==> config.mk <==
export PLATFORM = sky130hd
export DESIGN_NAME = slow_to_fast_capture
export DESIGN_NICKNAME = d
export VERILOG_FILES = /design/src/rtl/slow_to_fast_capture.sv
export SDC_FILE = /design/constraint.sdc
export NUM_CORES = 1
export LEC_CHECK = 0
export CAP_MARGIN = 5
export CORE_MARGIN = 4
export CORE_UTILIZATION = 35
export DETAILED_ROUTE_END_ITERATION = 10
export HOLD_SLACK_MARGIN = 0.12
export SLEW_MARGIN = 20
export SYNTH_ARGS = -nofsm -noshare
export SYNTH_HDL_FRONTEND = slang
export SYNTH_SLANG_ARGS = --single-unit
export TNS_END_PERCENT = 1
==> constraint.sdc <==
create_clock -name fast_clk -period 7 [get_ports fast_clk]
set_clock_uncertainty 0.05 [all_clocks]
set_input_delay 1.75 -clock fast_clk [delete_from_list [all_inputs] [get_ports fast_clk]]
set_output_delay 1.75 -clock fast_clk [all_outputs]
set_load 0.05 [all_outputs]
==> src/rtl/slow_to_fast_capture.sv <==
// Captures a fast_clk-registered slow_clk's result on each falling edge of slow_clk into a show-ahead FIFO.
// Optional build macro S2F_DEDUP_EN: drop a capture whose value repeats the previous fall's value.
module slow_to_fast_capture #(
  parameter int DATA_WIDTH = 8,
  parameter int DEPTH      = 4,
  parameter int CNT_WIDTH  = 8
) (
  input  logic                    fast_clk,
  input  logic                    rst_n,
  input  logic                    slow_clk,
  input  logic [DATA_WIDTH-1:0]   in_data,
  input  logic                    en,
  output logic [DATA_WIDTH-1:0]   out_data,
  output logic                    out_valid,
  input  logic                    out_ready,
  output logic [$clog2(DEPTH):0]  level,
  output logic                    overflow,
  output logic [CNT_WIDTH-1:0]    drop_cnt
);

  localparam int AW = $clog2(DEPTH);
  localparam logic [AW:0] FULL_LVL = (AW+1)'(DEPTH);

  logic                  slow_d_q;
  logic [AW:0]           wr_ptr_q, wr_ptr_d;
  logic [AW:0]           rd_ptr_q, rd_ptr_d;
  logic [DATA_WIDTH-1:0] mem_q [DEPTH];
  logic                  overflow_q, overflow_d;
  logic [CNT_WIDTH-1:0]  drop_cnt_q, drop_cnt_d;

  logic fall, push_req, pop, full, push_acc, drop;

  // slow_clk comes from a fast_clk-registered divider, so it is safe to treat as data
  assign fall = slow_d_q & ~slow_clk & en;

`ifdef S2F_DEDUP_EN
  logic [DATA_WIDTH-1:0] last_val_q;
  logic                  last_vld_q;

  always_ff @(posedge fast_clk or negedge rst_n) begin
    if (!rst_n) begin
      last_val_q <= '0;
      last_vld_q <= 1'b0;
    end else if (fall) begin
      last_val_q <= in_data;
      last_vld_q <= 1'b1;
    end
  end

  assign push_req = fall & (~last_vld_q | (in_data != last_val_q));
`else
  assign push_req = fall;
`endif

  assign level     = wr_ptr_q - rd_ptr_q;
  assign out_valid = (level != '0);
  assign full      = (level == FULL_LVL);
  assign pop       = out_valid & out_ready;
  // a pop in the same cycle frees the slot the push needs
  assign push_acc  = push_req & (~full | pop);
  assign drop      = push_req & full & ~pop;
  assign out_data  = mem_q[rd_ptr_q[AW-1:0]];
  assign overflow  = overflow_q;
  assign drop_cnt  = drop_cnt_q;

  always_comb begin
    wr_ptr_d   = wr_ptr_q;
    rd_ptr_d   = rd_ptr_q;
    overflow_d = overflow_q;
    drop_cnt_d = drop_cnt_q;
    if (push_acc) wr_ptr_d = wr_ptr_q + (AW+1)'(1);
    if (pop)      rd_ptr_d = rd_ptr_q + (AW+1)'(1);
    if (drop) begin
      overflow_d = 1'b1;
      if (drop_cnt_q != '1) drop_cnt_d = drop_cnt_q + CNT_WIDTH'(1);
    end
  end

  always_ff @(posedge fast_clk or negedge rst_n) begin
    if (!rst_n) begin
      slow_d_q   <= 1'b0;
      wr_ptr_q   <= '0;
      rd_ptr_q   <= '0;
      overflow_q <= 1'b0;
      drop_cnt_q <= '0;
    end else begin
      slow_d_q   <= slow_clk;
      wr_ptr_q   <= wr_ptr_d;
      rd_ptr_q   <= rd_ptr_d;
      overflow_q <= overflow_d;
      drop_cnt_q <= drop_cnt_d;
    end
  end

  // storage is cleared so out_data is never X, even while out_valid is low
  always_ff @(posedge fast_clk or negedge rst_n) begin
    if (!rst_n) begin
      for (int i = 0; i < DEPTH; i++) mem_q[i] <= '0;
    end else if (push_acc) begin
      mem_q[wr_ptr_q[AW-1:0]] <= in_data;
    end
  end

endmodule

==> metrics <==
CP max FO=11; FMAX=207 MHz; Core ar.=between 0.006 and 0.007 mm²; vias=1290; DR iter-0 viols=51; Layout Nets=between 200 and 250; clock slew at reported path FFs=0.08 ns; multi-input logic area=0.00100 mm²; Clock Sinks=48; maxcap violations=0; initial core utilization=0.368; TritonCTS buffer count=5; met1 WL=1840 µm; Post-CTS Setup Repair Bufs=0; DP Wirelength=3020 µm; Rows=28; Synth Cell Area=0.00223 mm²; max-slew violation count=0; Cells after Synth=150; Die Ht=87.8 µm; wire length on met2=slightly above 2000 µm; sequential-to-total area share from yosys stat=0.539; Area Growth Syn to Fin=22.8%; actual slew at the worst max-slew pin=approximately 0.64 ns; htree depth=2; Die X=87.8 µm; most frequent cells in the layout=dfrtp_1 (48), mux2_2 (37), clkdlybuf4s50_1 (32), mux4_2 (8), ha_1 (8); Boundary Pins=34; Worst slew margin=0.570; per-cell routed wire length=16.1 µm; Crit Path Class=reg2out; TritonCTS clock tree=built; max layer used=met4; vias in the first global route=1518; setup TNS=0 ns; Antenna Cells=0; WP data arrival=3.03 ns; leading cell type in the layout, fill and taps excluded=dfrtp_1; Tcrit/Tclk final=0.690; total track usage=0.128; status=completed; Final Setup Violations=0; syn nets=172; unrepaired setup endpoints after global routing=false; Resized cells post-CTS=0; drt via density=4.90; largest net degree at the start of global routing=49; Final Critical Period=4.83 ns; Worst EP required=5.20 ns; global placement routability congestion=0.781; worst hold path class=reg2reg; Worst setup SP type=flop; first-pass GRT wire length=roughly 7500 µm; register area=approximately 0.0012 mm²; Total Die Area=0.00771 mm²; routed wire length=4240 µm; post-route DRC violation count=0; Port-buffer cells=33; Mapped Avg Cell Area=14.9 µm²; Fillers=553; total grt overflow=0; CP endpoint kind=primary output; Clock Latency Late Sink=0.29 ns; Clock Path Buffers=2; Root Driver=clkbuf_8; Synth cell types=24; routed wl met3=257 µm; initial antenna violation count=0; Layout Utilization=0.452; Final Hold Vio Count=0; first drt pass iteration count=4; Syn. warnings=0; Hold-fix buffers, CTS=0; share of layout cells above drive strength 1=0.324; Synth Register Bits=48; Post-DRT Antenna Nets=0
## kinds of logic (layout without fill, tap and decap cells)
group                    count (synthesis)  in the layout  synth area share
multiplexers                            45             45             0.268
XOR/XNOR                                 9              9            0.0438
AND/OR/NAND/NOR                         29             29            0.0707
AO/OA/AOI/OAI                            3              3            0.0129
flip-flops                              48             48             0.539
adder cells (fa/ha/maj)                  9              9            0.0539
buffers and inverters                    7             45            0.0123
## path summary, 6_finish.rpt
kind / start / slack (ns) / endpoint / depth (start not counted)
setup / recovery: rd_ptr_q[0] / 2.17 / out_valid / 5
hold / removal: rd_ptr_q[2] / 0.43 / rd_ptr_q[2] / 1
setup reg to reg: rd_ptr_q[0] / 4.29 / mem_q[6] / 6
hold reg to reg: rd_ptr_q[2] / 0.43 / rd_ptr_q[2] / 1
max in group asynchronous: rst_n / 5.08 / mem_q[8] / 1
min in group asynchronous: rst_n / 1.40 / mem_q[27] / 1
## worst max-delay path, cell delays in order, from the launching register on
cell and delay, ns:
dfrtp_1 0.62, ha_1 0.32, fa_1 0.38, xor3_4 0.36, or2_2 0.34, clkdlybuf4s50_1 0.71
## per-layer routing
metal	track usage	vias to the layer above
met1	0.158	639
met3	0.0433	6
met5	0	-
met4	0.0558	0
li1	-	612
met2	0.204	33
## layout make-up
cell class / count / area share
multi-input combinational: 95 / 0.365
sequential: 48 / 0.439
inverter: 5 / 0.00685
clock buffer: 7 / 0.0352
timing repair buffer: 33 / 0.120
tap: 75 / 0.0343
## synthesized netlist by cell type
master | n | area share
a21boi_4 | 1 | 0.0084
and3b_1 | 1 | 0.0039
and3b_2 | 1 | 0.0045
buf_2 | 1 | 0.0022
clkbuf_1 | 1 | 0.0017
dfrtp_1 | 48 | 0.54
fa_1 | 1 | 0.0090
ha_1 | 8 | 0.045
inv_1 | 5 | 0.0084
mux2_2 | 37 | 0.19
mux4_2 | 8 | 0.081
nand2_1 | 5 | 0.0084
nand2_2 | 4 | 0.011
nand2b_1 | 2 | 0.0056
nand3_1 | 5 | 0.011
nand4_1 | 2 | 0.0056
nor2_1 | 3 | 0.0051
nor3_1 | 4 | 0.0090
nor3b_1 | 1 | 0.0034
o21ai_0 | 2 | 0.0045
or2_2 | 1 | 0.0028
xnor2_1 | 4 | 0.016
xor2_1 | 4 | 0.016
xor3_4 | 1 | 0.012
## through the flow
step	worst slack (ns)	cell area [µm²]	instances	hold WS, ns
floorplan	3.26	2230	150	0.397
global placement	2.50	2640	256	0.409
detailed placement	2.44	2640	256	0.412
CTS	2.10	2740	263	0.435
global route	2.00	2740	263	0.468
finish	2.17	2740	263	0.432
## flip-flops by register name, indices dropped and copies added (netlist names)
signal / count
mem_q: 32
drop_cnt: 8
rd_ptr_q: 3
wr_ptr_q: 3
overflow: 1
slow_d_q: 1
Power is not shown: default switching activity piles up to over one toggle a cycle in this logic, so the estimate is an artifact.
